[src/rtl/control_unit_if.sv]
// Host/datapath bundle for the process-in-memory control unit.
// master: the control unit itself; slave: the host plus memory/ALU datapath.
interface control_unit_if;
  logic [44:0] instruction;
  logic        mem_ready;
  logic        operation_enable;
  logic [31:0] immediate_memory_data;
  logic        memory_write;
  logic        memory_read;
  logic        mux_select;
  logic [9:0]  memory_address;
  logic        reg_select;
  logic        reg_load_enable;
  logic [1:0]  alu_opcode;
  logic        ready;

  modport master (
    input  instruction,
    input  mem_ready,
    input  operation_enable,
    output immediate_memory_data,
    output memory_write,
    output memory_read,
    output mux_select,
    output memory_address,
    output reg_select,
    output reg_load_enable,
    output alu_opcode,
    output ready
  );

  modport slave (
    output instruction,
    output mem_ready,
    output operation_enable,
    input  immediate_memory_data,
    input  memory_write,
    input  memory_read,
    input  mux_select,
    input  memory_address,
    input  reg_select,
    input  reg_load_enable,
    input  alu_opcode,
    input  ready
  );
endinterface

[src/rtl/control_unit.sv]
// Sequencer for the process-in-memory datapath: decodes a 45-bit instruction and
// drives the word-memory handshake, operand-register loads, ALU opcode and write mux.
// All outputs are registered (Moore).
// Optional: define CU_MEM_TIMEOUT_EN to abandon a memory access that has not seen
// mem_ready within TIMEOUT_CYCLES cycles (FSM then goes straight to StDone).
module control_unit #(
  parameter int unsigned TIMEOUT_CYCLES = 64
) (
  input logic            clk,
  input logic            rst,
  control_unit_if.master bus
);

  typedef enum logic [3:0] {
    StIdle,
    StRd,
    StWr,
    StARd1,
    StALd1,
    StARd2,
    StALd2,
    StAWr,
    StDone
  } state_t;

  state_t     state_q;
  logic       en_q;
  logic [9:0] src2_q;
  logic [9:0] dst_q;
  logic       timeout_hit;

`ifdef CU_MEM_TIMEOUT_EN
  localparam int unsigned TmoW = (TIMEOUT_CYCLES > 1) ? $clog2(TIMEOUT_CYCLES) : 1;

  logic [TmoW-1:0] tmo_q;

  // Cycles the current strobe has waited; cleared whenever no request is outstanding.
  always_ff @(posedge clk or posedge rst) begin
    if (rst) begin
      tmo_q <= '0;
    end else if (!(bus.memory_read || bus.memory_write) || bus.mem_ready) begin
      tmo_q <= '0;
    end else begin
      tmo_q <= tmo_q + 1'b1;
    end
  end

  assign timeout_hit = (bus.memory_read || bus.memory_write) &&
                       (tmo_q == TmoW'(TIMEOUT_CYCLES - 1));
`else
  logic unused_tmo;
  assign unused_tmo  = ^TIMEOUT_CYCLES;
  assign timeout_hit = 1'b0;
`endif

  // Sequencer: state and every output register are updated together.
  always_ff @(posedge clk or posedge rst) begin
    if (rst) begin
      state_q                   <= StIdle;
      en_q                      <= 1'b0;
      src2_q                    <= '0;
      dst_q                     <= '0;
      bus.immediate_memory_data <= '0;
      bus.memory_write          <= 1'b0;
      bus.memory_read           <= 1'b0;
      bus.mux_select            <= 1'b0;
      bus.memory_address        <= '0;
      bus.reg_select            <= 1'b0;
      bus.reg_load_enable       <= 1'b0;
      bus.alu_opcode            <= '0;
      bus.ready                 <= 1'b1;
    end else begin
      en_q                <= bus.operation_enable;
      // Load pulse lasts exactly one cycle.
      bus.reg_load_enable <= 1'b0;
      unique case (state_q)
        StIdle: begin
          if (bus.operation_enable && !en_q) begin
            bus.ready <= 1'b0;
            src2_q    <= bus.instruction[31:22];
            dst_q     <= bus.instruction[21:12];
            if (bus.instruction[44]) begin
              state_q            <= StARd1;
              bus.memory_read    <= 1'b1;
              bus.memory_address <= bus.instruction[41:32];
              bus.alu_opcode     <= bus.instruction[43:42];
            end else if (bus.instruction[43:42] == 2'b01) begin
              state_q                   <= StWr;
              bus.memory_write          <= 1'b1;
              bus.memory_address        <= bus.instruction[41:32];
              bus.immediate_memory_data <= bus.instruction[31:0];
              bus.mux_select            <= 1'b0;
            end else if (bus.instruction[43:42] == 2'b00) begin
              state_q            <= StRd;
              bus.memory_read    <= 1'b1;
              bus.memory_address <= bus.instruction[41:32];
            end else begin
              // Reserved formats complete without touching memory.
              state_q <= StDone;
            end
          end
        end
        StRd: begin
          if (bus.mem_ready || timeout_hit) begin
            bus.memory_read <= 1'b0;
            state_q         <= StDone;
          end
        end
        StWr: begin
          if (bus.mem_ready || timeout_hit) begin
            bus.memory_write <= 1'b0;
            state_q          <= StDone;
          end
        end
        StARd1: begin
          if (bus.mem_ready) begin
            bus.memory_read     <= 1'b0;
            bus.reg_select      <= 1'b0;
            bus.reg_load_enable <= 1'b1;
            state_q             <= StALd1;
          end else if (timeout_hit) begin
            bus.memory_read <= 1'b0;
            bus.alu_opcode  <= '0;
            state_q         <= StDone;
          end
        end
        StALd1: begin
          bus.memory_read    <= 1'b1;
          bus.memory_address <= src2_q;
          state_q            <= StARd2;
        end
        StARd2: begin
          if (bus.mem_ready) begin
            bus.memory_read     <= 1'b0;
            bus.reg_select      <= 1'b1;
            bus.reg_load_enable <= 1'b1;
            state_q             <= StALd2;
          end else if (timeout_hit) begin
            bus.memory_read <= 1'b0;
            bus.alu_opcode  <= '0;
            state_q         <= StDone;
          end
        end
        StALd2: begin
          bus.memory_write   <= 1'b1;
          bus.mux_select     <= 1'b1;
          bus.memory_address <= dst_q;
          state_q            <= StAWr;
        end
        StAWr: begin
          if (bus.mem_ready || timeout_hit) begin
            bus.memory_write <= 1'b0;
            bus.mux_select   <= 1'b0;
            bus.alu_opcode   <= '0;
            state_q          <= StDone;
          end
        end
        StDone: begin
          bus.reg_select <= 1'b0;
          bus.ready      <= 1'b1;
          state_q        <= StIdle;
        end
        default: begin
          state_q <= StIdle;
        end
      endcase
    end
  end

endmodule

[src/flat_wrapper.sv]
// flat-port wrapper written by rule: the top's interface ports become plain ports
module control_unit_flat 
#(
  parameter int unsigned TIMEOUT_CYCLES = 64
)
  (clk, rst, bus_instruction, bus_mem_ready, bus_operation_enable, bus_immediate_memory_data, bus_memory_write, bus_memory_read, bus_mux_select, bus_memory_address, bus_reg_select, bus_reg_load_enable, bus_alu_opcode, bus_ready);
  control_unit_if bus_i ();
  input logic clk;
  input logic rst;
  input wire logic [$bits(bus_i.instruction)-1:0] bus_instruction;
  input wire logic [$bits(bus_i.mem_ready)-1:0] bus_mem_ready;
  input wire logic [$bits(bus_i.operation_enable)-1:0] bus_operation_enable;
  output wire logic [$bits(bus_i.immediate_memory_data)-1:0] bus_immediate_memory_data;
  output wire logic [$bits(bus_i.memory_write)-1:0] bus_memory_write;
  output wire logic [$bits(bus_i.memory_read)-1:0] bus_memory_read;
  output wire logic [$bits(bus_i.mux_select)-1:0] bus_mux_select;
  output wire logic [$bits(bus_i.memory_address)-1:0] bus_memory_address;
  output wire logic [$bits(bus_i.reg_select)-1:0] bus_reg_select;
  output wire logic [$bits(bus_i.reg_load_enable)-1:0] bus_reg_load_enable;
  output wire logic [$bits(bus_i.alu_opcode)-1:0] bus_alu_opcode;
  output wire logic [$bits(bus_i.ready)-1:0] bus_ready;
  assign bus_i.instruction = bus_instruction;
  assign bus_i.mem_ready = bus_mem_ready;
  assign bus_i.operation_enable = bus_operation_enable;
  assign bus_immediate_memory_data = bus_i.immediate_memory_data;
  assign bus_memory_write = bus_i.memory_write;
  assign bus_memory_read = bus_i.memory_read;
  assign bus_mux_select = bus_i.mux_select;
  assign bus_memory_address = bus_i.memory_address;
  assign bus_reg_select = bus_i.reg_select;
  assign bus_reg_load_enable = bus_i.reg_load_enable;
  assign bus_alu_opcode = bus_i.alu_opcode;
  assign bus_ready = bus_i.ready;
  control_unit #(.TIMEOUT_CYCLES(TIMEOUT_CYCLES)) u_core (.clk(clk), .rst(rst), .bus(bus_i));
endmodule
[config.mk]
export PLATFORM = sky130hd
export DESIGN_NAME = control_unit_flat
export DESIGN_NICKNAME = d
export VERILOG_FILES = /design/src/rtl/control_unit_if.sv /design/src/rtl/control_unit.sv /design/src/flat_wrapper.sv
export SDC_FILE = /design/constraint.sdc
export NUM_CORES = 1
export LEC_CHECK = 0
export CAP_MARGIN = 0
export CORE_UTILIZATION = 29
export DETAILED_ROUTE_END_ITERATION = 8
export GPL_TIMING_DRIVEN = 0
export SKIP_LAST_GASP = 1
export SLEW_MARGIN = 0
export SYNTH_ARGS = -nofsm -noshare
export SYNTH_HDL_FRONTEND = slang
export SYNTH_SLANG_ARGS = --single-unit
export TNS_END_PERCENT = 20
[constraint.sdc]
create_clock -name clk -period 3.5 [get_ports clk]
set_clock_uncertainty 0.1 [all_clocks]
set_input_delay 0.7 -clock clk [delete_from_list [all_inputs] [get_ports clk]]
set_output_delay 0.7 -clock clk [all_outputs]
set_load 0.01 [all_outputs]
==> qor.csv, run 1 <==
stage;metric;value;unit
timing;Final Hold Vio Count;0;
final_layout;Diodes inserted;0;
yosys;Mapped Cells;255;
status;status;finished clean;
drt;DR vias;2425;
global_route;initial antenna violation count;0;
timing;Pins Over Slew Limit;0;
die;num rows;38;
critical_path;Reg2Reg Setup Slack;1470;ps
global_route;first-pass GRT wire length;12740;µm
yosys;Avg Inst Size Synth;12.65;µm²
die;die area;11550;µm²
critical_path;CP Data Required Time;3640;ps
clocking;CTS sink count;75;
drt;DRC errors left;0;
critical_path;reg2reg end;u_core.bus.memory_address[8];
clocking;CTS Buffer Depth;2;
pwr;Leak;1.935;nW
timing;setup TNS;0;ps
timing;Final Critical Period;2526;ps
drt;Antenna Nets Post-Route;0;
final_layout;Core Util, Final;42.75;%
drt;total wire length;8015;µm
yosys;synthesized net count;304;
run;Max Cap Viol;0;
hold_path;HP Class;reg -> reg;
clocking;clock-pin slew on the worst setup and hold paths;80;ps
clocking;Post-CTS Resized;0;
drt;Vias/cell;4.764;
timing;worst hold margin;393.6;ps
global_route;GRT overflow;0;
critical_path;CP Class;in -> reg;
die;boundary pin count;99;
clocking;CTS tree;done;
placed_design;port bufs;97;
yosys;Post-Syn Area;3227;µm²
clocking;H-Tree Depth;3;
drt;wire length per cell;15.75;µm
critical_path;CP cell instances;clkdlybuf4s50_1 > nor3b_1 > nand3_2 > buf_2 > mux2_1;
final_layout;layout cells sized above 1;14.09;%
timing;actual slew at the worst max-slew pin;640.1;ps
placed_design;Placed Cells;493;
clocking;hold-fix buffers at CTS;0;
drt;first drt pass iteration count;4;
yosys;synth warn;0;
timing;Final Cycle Share;72.16;%
global_route;vias in the first global route;2545;
final_layout;area added between synthesis and finish;43.62;%
final_layout;net count of the finished layout;413;
final_layout;non-filler cells, final;509;
timing;max frequency;395.9;MHz
die;Die H;107.5;µm
critical_path;origin of the critical flop-to-flop path;u_core.state_q[1];
yosys;Yosys cell types;35;
final_layout;commonest non-fill, non-tap cells in the layout;clkdlybuf4s50_1, dfrtp_1, mux2_1;
yosys;Area contributors post-synth;dfrtp_1, mux2_1, mux2_2;
final_layout;commonest non-fill, non-tap cell in the layout;clkdlybuf4s50_1;
yosys;Yosys reg bits;75;
drt;drt initial violations;86;
critical_path;slowest stage delay, CP;590;ps
die;Placeable Area;10840;µm²
yosys;dominant cell type by area after synthesis;dfrtp_1;
clocking;postcts setup bufs;0;
critical_path;worst setup path startpoint;bus_instruction[44];
critical_path;critical path arrival;2670;ps
critical_path;CP endpoint kind;flip-flop;
pwr;total power;3.824;mW
critical_path;CP max FO;10;
pwr;Max VDD drop;359.5;µV
clocking;Worst-Skew Late Latency;360;ps
critical_path;Crit-path slowest cell;nor3b_1;
timing;worst rel slew slack;57.00;%
die;die width;107.5;µm
clocking;root buf cell;clkbuf_8;
timing;RSZ-0062 raised after global routing;false;
global_route;largest net degree at the start of global routing;61;
yosys;sequential-to-total area share from yosys stat;58.20;%
clocking;CTS buffer count;9;
placed_design;GP Congestion;0.8390;
critical_path;crit path to;u_core.bus.immediate_memory_data[29];
global_route;Tot GR Track Use;14.72;%
pwr;Pwr per Cell Area;825.1;nW/µm²
die;initial core utilization;29.77;%
placed_design;DP HPWL;5705;µm
critical_path;Critical Path Source Type;input port;
timing;Final setup viols;0;
critical_path;reg2reg path depth;6;
yosys;Yosys top cell area share;57.39;%
final_layout;fill cell count;1059;
==> logic make-up (layout without fill, tap and decap cells) <==
family                 after synthesis  after routing  share of synthesized area (%)
XOR/XNOR                             1              1                         0.2715
AND/OR/NAND/NOR                     59             59                          9.461
AO/OA/AOI/OAI                       37             37                          8.026
buffers and inverters               21            135                          2.792
flip-flops                          75             75                          58.20
multiplexers                        62             62                          21.25
==> area by class of cell <==
cell class	count	area, µm²	share of cell area [%]
Sequential cell	75	1878	40.52
Multi-Input combinational cell	159	1259	27.16
Timing Repair Buffer	98	998.5	21.54
Tap cell	140	175.2	3.780
Clock buffer	10	137.6	2.970
Clock inverter	6	93.84	2.025
Buffer	16	71.32	1.539
Inverter	5	21.27	0.4590
==> critical path: cells and delay by family <==
kind                   cells  cell delay (ps)
AND/OR/NAND/NOR            2              820
buffers and inverters      2              810
multiplexers               1              340
==> state kept, by name (all words and copies together) (netlist names) <==
name / cells
u_core.bus.alu_opcode: 2
u_core.bus.immediate_memory_data: 32
u_core.bus.memory_address: 10
u_core.bus.memory_read: 1
u_core.bus.memory_write: 1
u_core.bus.mux_select: 1
u_core.bus.ready: 1
u_core.bus.reg_load_enable: 1
u_core.bus.reg_select: 1
u_core.dst_q: 10
u_core.en_q: 1
u_core.src2_q: 10
u_core.state_q: 4
==> through the flow <==
stage                     setup WS, ps  area, µm²
final                            974.2       4634
after detailed placement         573.5       4403
after global routing             813.7       4634
after global placement          -567.7       4373
after CTS                        948.5       4634
after floorplan                  791.7       3227
==> power breakdown <==
| part | switching [mW] | leakage [nW] | total (mW) | internal, mW |
|---|---|---|---|---|
| Combinational | 0.666 | 0.890 | 1.55 | 0.887 |
| Sequential | 0.232 | 0.931 | 1.49 | 1.26 |
| Clock | 0.349 | 0.114 | 0.778 | 0.429 |
| Total | 1.25 | 1.93 | 3.82 | 2.58 |
==> cell usage after synthesis, drive strengths merged <==
cell type	n
nand4	1
mux2i	10
a31oi	3
a22o	1
o211ai	11
nand2b	4
nand3	15
a211o	1
o2bb2ai	3
dfrtp	74
buf	9
a21oi	5
inv	5
nor2	6
a32oi	1
nand2	19
xnor2	1
and2	1
clkbuf	7
a221oi	1
o31a	1
a211oi	2
nor3b	1
o21ai	5
o31ai	3
and3	1
nor4	2
dfstp	1
or3	2
mux2	52
nor3	3
nor2b	4
==> metal layers <==
metal	wire, µm	track usage (%)	vias to the layer above
li1	-	-	1131
met2	3771	22.94	100
met4	133	6.458	0
met5	0	0	-
met3	710	5.630	12
met1	3399	18.04	1182
==> worst min path at each step <==
| stage | to | cells after the start | start |
|---|---|---|---|
| 2_1_floorplan | u_core.src2_q[9] | 1 | u_core.src2_q[9] |
| 3_3_place_gp | u_core.bus.immediate_memory_data[13] | 1 | u_core.bus.immediate_memory_data[13] |
| 3_5_place_dp | u_core.bus.immediate_memory_data[28] | 1 | u_core.bus.immediate_memory_data[28] |
| 4_1_cts | u_core.bus.immediate_memory_data[3] | 1 | u_core.bus.immediate_memory_data[3] |
| 5_1_grt | u_core.bus.immediate_memory_data[2] | 1 | u_core.bus.immediate_memory_data[2] |
| 6_report | u_core.bus.immediate_memory_data[3] | 1 | u_core.bus.immediate_memory_data[3] |
No activity file was read; power rests on OpenSTA's default activity.
==> inputs of run 2 (changes only) <==
==> constraint.sdc (replaced) <==
create_clock -name clk -period 2.1 [get_ports clk]
set_clock_uncertainty 0.1 [all_clocks]
set_input_delay 0.42 -clock clk [delete_from_list [all_inputs] [get_ports clk]]
set_output_delay 0.42 -clock clk [all_outputs]
set_load 0.01 [all_outputs]
==> run 2 against run 1 <==
  * Die area unchanged
  * Core utilization decreased by 0.092 points
  * Final area decreased by 0.22%
  * Worst setup slack got worse by 830 ps
  * Sequential power increased by 64%
  * Combinational power increased by 66%
  * Critical endpoint is now u_core.bus.immediate_memory_data[12]
  * Largest cell class unchanged
==> qor.csv, run 2 (same netlist as run 1, synthesis figures left out) <==
stage;metric;value;unit;change
die;die area;11550;µm²;unchanged
timing;Final Hold Vio Count;0;;unchanged
global_route;GRT overflow;0;;unchanged
critical_path;CP Class;in -> reg;;
run;Max Cap Viol;0;;unchanged
die;Die H;107.5;µm;unchanged
critical_path;critical path arrival;2080;ps;-590 ps
die;Placeable Area;10840;µm²;unchanged
clocking;H-Tree Depth;3;;unchanged
critical_path;reg2reg path depth;5;;-1
hold_path;min-delay src;u_core.bus.immediate_memory_data[18];;
critical_path;origin of the critical flop-to-flop path;u_core.state_q[1];;
clocking;clock-pin slew on the worst setup and hold paths;70;ps;about the same
drt;wire length per cell;15.42;µm;-2.1%
timing;actual slew at the worst max-slew pin;901.9;ps;+261.8 ps
final_layout;Most flops, register;u_core.bus.immediate_memory_data;;
critical_path;CP endpoint kind;flip-flop;;
final_layout;Largest register FFs;32;;unchanged
drt;DRC errors left;0;;unchanged
final_layout;multi-input logic area;1270;µm²;+0.89%
die;initial core utilization;29.77;%;unchanged
final_layout;commonest non-fill, non-tap cell in the layout;clkdlybuf4s50_1;;
final_layout;net count of the finished layout;412;;-0.24%
hold_path;hold depth;1;;unchanged
clocking;CTS Buffer Depth;2;;unchanged
final_layout;area added between synthesis and finish;43.31;%;
timing;RSZ-0062 raised after global routing;false;;
pwr;Pwr per Cell Area;1353;nW/µm²;+64%
timing;Pins Over Slew Limit;0;;unchanged
critical_path;CP max FO;10;;unchanged
drt;drt initial violations;85;;-1.2%
pwr;Max VDD drop;630.9;µV;+75%
critical_path;CP Data Required Time;2230;ps;-1410 ps
critical_path;reg2reg end;u_core.bus.immediate_memory_data[12];;
clocking;root buf cell;clkbuf_8;;
final_layout;commonest non-fill, non-tap cells in the layout;clkdlybuf4s50_1, dfrtp_1, mux2_1;;
global_route;first-pass GRT wire length;12620;µm;-0.92%
global_route;largest net degree at the start of global routing;41;;-33%
critical_path;Critical Path Source Type;input port;;
final_layout;Register Area;1878;µm²;unchanged
pwr;Leak;1.932;nW;-0.14%
critical_path;Reg2Reg Setup Slack;150;ps;-1320 ps
clocking;CTS tree;done;;
global_route;initial antenna violation count;0;;unchanged
timing;final worst setup slack;147.0;ps;-827.2 ps
placed_design;GP Congestion;0.8316;;-0.88%
clocking;CTS buffer count;9;;unchanged
global_route;Tot GR Track Use;14.67;%;-0.054 points
timing;setup TNS;0;ps;unchanged
placed_design;DP HPWL;5580;µm;-2.2%
die;num rows;38;;unchanged
timing;max frequency;512.0;MHz;
placed_design;DP Worst Slack;-507.9;ps;-1081 ps
timing;Final Cycle Share;93.00;%;
drt;total wire length;7831;µm;-2.3%
timing;Final setup viols;0;;unchanged
global_route;vias in the first global route;2478;;-2.6%
clocking;postcts setup bufs;0;;unchanged
timing;Final Critical Period;1953;ps;
final_layout;fill cell count;1061;;+0.19%
clocking;Worst-Skew Late Latency;350;ps;about the same
hold_path;HP Class;reg -> reg;;
final_layout;Diodes inserted;0;;unchanged
timing;worst rel slew slack;39.75;%;-17 points
drt;DR vias;2439;;+0.58%
placed_design;port bufs;97;;unchanged
drt;first drt pass iteration count;5;;+1
die;boundary pin count;99;;unchanged
final_layout;layout cells sized above 1;14.40;%;+0.31 points
die;die width;107.5;µm;unchanged
drt;Vias/cell;4.801;;+0.78%
clocking;hold-fix buffers at CTS;0;;unchanged
drt;Antenna Nets Post-Route;0;;unchanged
hold_path;Worst Hold Path EP;u_core.bus.immediate_memory_data[18];;
status;status;finished clean;;
clocking;CTS sink count;75;;unchanged
[run 2: metal layers]
layer / track usage, % / vias to the layer above / routed length, µm
met1: 18.86 / 1205 / 3378
li1: - / 1140 / -
met5: 0 / - / 0
met4: 4.501 / 0 / 53
met3: 5.690 / 6 / 684
met2: 22.66 / 88 / 3715
[run 2: what timing repair did]
action,4_1_cts,5_1_grt
pin swaps,0,1
endpoints found under the setup margin,32,39
gates cloned,0,0
resized for setup,2,2
[run 2: worst max-delay path, cell delays in order]
cell and delay, ps:
clkdlybuf4s50_1 510, nor2b_1 140, clkbuf_2 210, nand3_2 170, buf_2 270, mux2_1 340
[run 2: worst max-delay path by stage]
stage	start	depth (start not counted)	end
3_5_place_dp	bus_instruction[44]	5	u_core.bus.immediate_memory_data[22]
2_1_floorplan	u_core.state_q[1]	5	u_core.bus.immediate_memory_data[0]
6_report	bus_operation_enable	6	u_core.bus.immediate_memory_data[12]
3_3_place_gp	bus_instruction[44]	5	u_core.bus.immediate_memory_data[26]
5_1_grt	u_core.state_q[2]	5	u_core.bus.immediate_memory_data[22]
4_1_cts	bus_instruction[44]	5	u_core.bus.immediate_memory_data[22]
[run 2: stage by stage]
stage / cell area (µm²) / cells / power, mW / hold WS (ps) / utilization (%)
detailed placement: 4397 / 493 / 5.099 / 382.3 / 40.56
global placement: 4377 / 492 / 5.040 / 375.5 / 40.37
floorplan: 3231 / 255 / 3.813 / 351.4 / -
finish: 4624 / 508 / 6.255 / 392.8 / 42.66
CTS: 4619 / 509 / 6.346 / 400.3 / 42.61
global route: 4624 / 508 / 6.694 / 412.1 / 42.66
[run 2: area by class of cell]
class / instances / share of cell area (%)
buffer: 15 / 1.488
clock buffer: 10 / 2.760
clock inverter: 6 / 1.921
inverter: 5 / 0.4870
multi-input combinational: 159 / 27.46
sequential: 75 / 40.61
tap: 140 / 3.788
timing repair buffer: 98 / 21.48
[run 2: where the power goes]
part           switching, mW  internal, mW  total, mW
clock                  0.551         0.672       1.22
combinational           1.11          1.48       2.58
sequential             0.349          2.10       2.45
total                   2.01          4.25       6.26
==> inputs of run 3 (changes only) <==
--- a/config.mk
+++ b/config.mk
@@ -6,9 +6,13 @@
 export NUM_CORES = 1
 export LEC_CHECK = 0
 export CAP_MARGIN = 0
+export CELL_PAD_IN_SITES_DETAIL_PLACEMENT = 1
+export CELL_PAD_IN_SITES_GLOBAL_PLACEMENT = 1
 export CORE_UTILIZATION = 29
+export CTS_BUF_LIST = sky130_fd_sc_hd__clkbuf_8
 export DETAILED_ROUTE_END_ITERATION = 8
 export GPL_TIMING_DRIVEN = 0
+export PLACE_DENSITY_LB_ADDON = 0.1
 export SKIP_LAST_GASP = 1
 export SLEW_MARGIN = 0
 export SYNTH_ARGS = -nofsm -noshare
==> run 3 against run 2 <==
  * Core utilization down 0.22 points
  * Sequential share of layout area up 0.21 points
  * Highest routed layer unchanged
  * First-iteration DRC count down 49%
  * Clock power down 19%
  * Sequential power about the same
==> qor.csv, run 3 (same netlist as run 1, synthesis figures left out) <==
stage;metric;value;unit;change
status;status;finished clean;;
timing;Final setup viols;0;;unchanged
critical_path;CP Class;in -> reg;;
global_route;GRT overflow;0;;unchanged
drt;DRC errors left;0;;unchanged
final_layout;Largest register FFs;32;;unchanged
placed_design;GP Congestion;0.7631;;-8.2%
drt;total wire length;8645;µm;+10%
final_layout;net count of the finished layout;413;;+0.24%
die;die width;107.5;µm;unchanged
timing;worst hold margin;374.2;ps;-18.58 ps
clocking;Worst-Skew Late Latency;350;ps;about the same
critical_path;reg2reg end;u_core.bus.immediate_memory_data[28];;
final_layout;commonest non-fill, non-tap cells in the layout;clkdlybuf4s50_1, dfrtp_1, mux2_1;;
hold_path;HP Class;in -> async;;
final_layout;layout cells sized above 1;14.67;%;+0.27 points
critical_path;origin of the critical flop-to-flop path;u_core.state_q[1];;
timing;final worst setup slack;64.22;ps;-82.83 ps
final_layout;commonest non-fill, non-tap cell in the layout;clkdlybuf4s50_1;;
die;boundary pin count;99;;unchanged
pwr;Max VDD drop;527.0;µV;-16%
pwr;Pwr per Cell Area;1323;nW/µm²;-2.2%
timing;Final Critical Period;2036;ps;+82.83 ps
critical_path;critical path arrival;2170;ps;+90 ps
timing;worst rel slew slack;59.39;%;+20 points
critical_path;slowest stage delay, CP;570;ps;+60 ps
critical_path;Reg2Reg Setup Slack;120;ps;-30 ps
drt;Antenna Nets Post-Route;0;;unchanged
global_route;Tot GR Track Use;16.32;%;+1.7 points
die;num rows;38;;unchanged
timing;max frequency;491.2;MHz;-4.1%
drt;wire length per cell;17.02;µm;+10%
critical_path;CP endpoint kind;flip-flop;;
pwr;Leak;1.917;nW;-0.80%
critical_path;CP cell instances;clkdlybuf4s50_1 > nor3b_4 > nand3_2 > buf_2 > mux2_1;;
drt;drt initial violations;43;;-49%
placed_design;port bufs;97;;unchanged
critical_path;reg2reg path depth;5;;unchanged
clocking;CTS sink count;75;;unchanged
timing;RSZ-0062 raised after global routing;true;;
clocking;root buf cell;clkbuf_8;;
timing;Final Hold Vio Count;0;;unchanged
die;Die H;107.5;µm;unchanged
drt;DR vias;2407;;-1.3%
clocking;hold-fix buffers at CTS;0;;unchanged
critical_path;CP Data Required Time;2230;ps;about the same
global_route;initial antenna violation count;0;;unchanged
global_route;first-pass GRT wire length;13940;µm;+10%
critical_path;Critical Path Source Type;input port;;
timing;Final Cycle Share;96.94;%;+3.9 points
clocking;H-Tree Depth;3;;unchanged
timing;Pins Over Slew Limit;0;;unchanged
final_layout;Most flops, register;u_core.bus.immediate_memory_data;;
drt;first drt pass iteration count;4;;-1
die;initial core utilization;29.77;%;unchanged
final_layout;Diodes inserted;0;;unchanged
clocking;clock-pin slew on the worst setup and hold paths;80;ps;about the same
global_route;largest net degree at the start of global routing;34;;-17%
critical_path;CP max FO;10;;unchanged
clocking;CTS buffer count;9;;unchanged
final_layout;area added between synthesis and finish;42.57;%;
placed_design;DP HPWL;6293;µm;+13%
clocking;CTS tree;done;;
timing;actual slew at the worst max-slew pin;604.5;ps;-297.4 ps
placed_design;DP Worst Slack;-544.2;ps;-36.32 ps
global_route;vias in the first global route;2631;;+6.2%
critical_path;Crit-path slowest cell;clkdlybuf4s50_1;;
drt;Vias/cell;4.738;;-1.3%
die;Placeable Area;10840;µm²;unchanged
run;Max Cap Viol;0;;unchanged
clocking;CTS Buffer Depth;2;;unchanged
die;die area;11550;µm²;unchanged
pwr;total power;6.086;mW;-2.7%
## run 3: cell types whose count changed in the layout (fill, tap and decap cells not counted), sizes merged
cell	previous run	this run
clkdlybuf4s50	96	97
dlymetal6s2s	1	0
buf	10	11
clkinv	1	3
inv	5	4
bufinv	2	0
## run 3: layer usage
metal	track usage, %	up-vias	part of all wire (%)
li1	-	1128	-
met1	21.12	1212	46
met2	25.00	63	47
met3	5.993	4	6.0
met4	5.577	0	0.69
met5	0	-	0
## run 3: layout make-up
cell class	instances	area, µm²
Inverter	5	22.52
Sequential cell	75	1878
Timing Repair Buffer	99	1018
Tap cell	140	175.2
Buffer	15	68.82
Multi-Input combinational cell	159	1270
Clock buffer	10	137.6
Clock inverter	5	30.03
Fill cell	1190	6240
## run 3: critical path, delay by kind of cell
family	cells	cell delay, ps
buffers and inverters	2	850
AND/OR/NAND/NOR	2	530
multiplexers	1	350
## run 3: repair_timing
item | 4_1_cts | 5_1_grt
buffers inserted | 0 | 0
setup endpoints to repair | 40 | 26
gates resized for setup | 2 | 1
## run 3: worst max path at each step
stage | startpoint | to | cells past startpoint
floorplan | u_core.state_q[1] | u_core.bus.immediate_memory_data[0] | 5
global placement | bus_instruction[44] | u_core.bus.immediate_memory_data[29] | 5
detailed placement | bus_instruction[44] | u_core.bus.immediate_memory_data[28] | 5
CTS | bus_instruction[44] | u_core.bus.immediate_memory_data[28] | 5
global route | bus_instruction[44] | u_core.bus.immediate_memory_data[26] | 5
finish | bus_instruction[44] | u_core.bus.immediate_memory_data[28] | 5
## run 3: power by group
part,switching [mW],internal [mW]
combinational,1.15,1.48
clock,0.541,0.448
sequential,0.367,2.10
## run 3: per-stage QoR
step	utilization [%]	cells	cell area, µm²	setup TNS [ps]
6_report	42.44	508	4601	0
5_1_grt	42.44	508	4601	-225.0
4_1_cts	42.42	509	4598	0
3_5_place_dp	40.81	494	4424	-26460
3_3_place_gp	40.37	492	4377	-44610
2_1_floorplan	-	255	3231	0
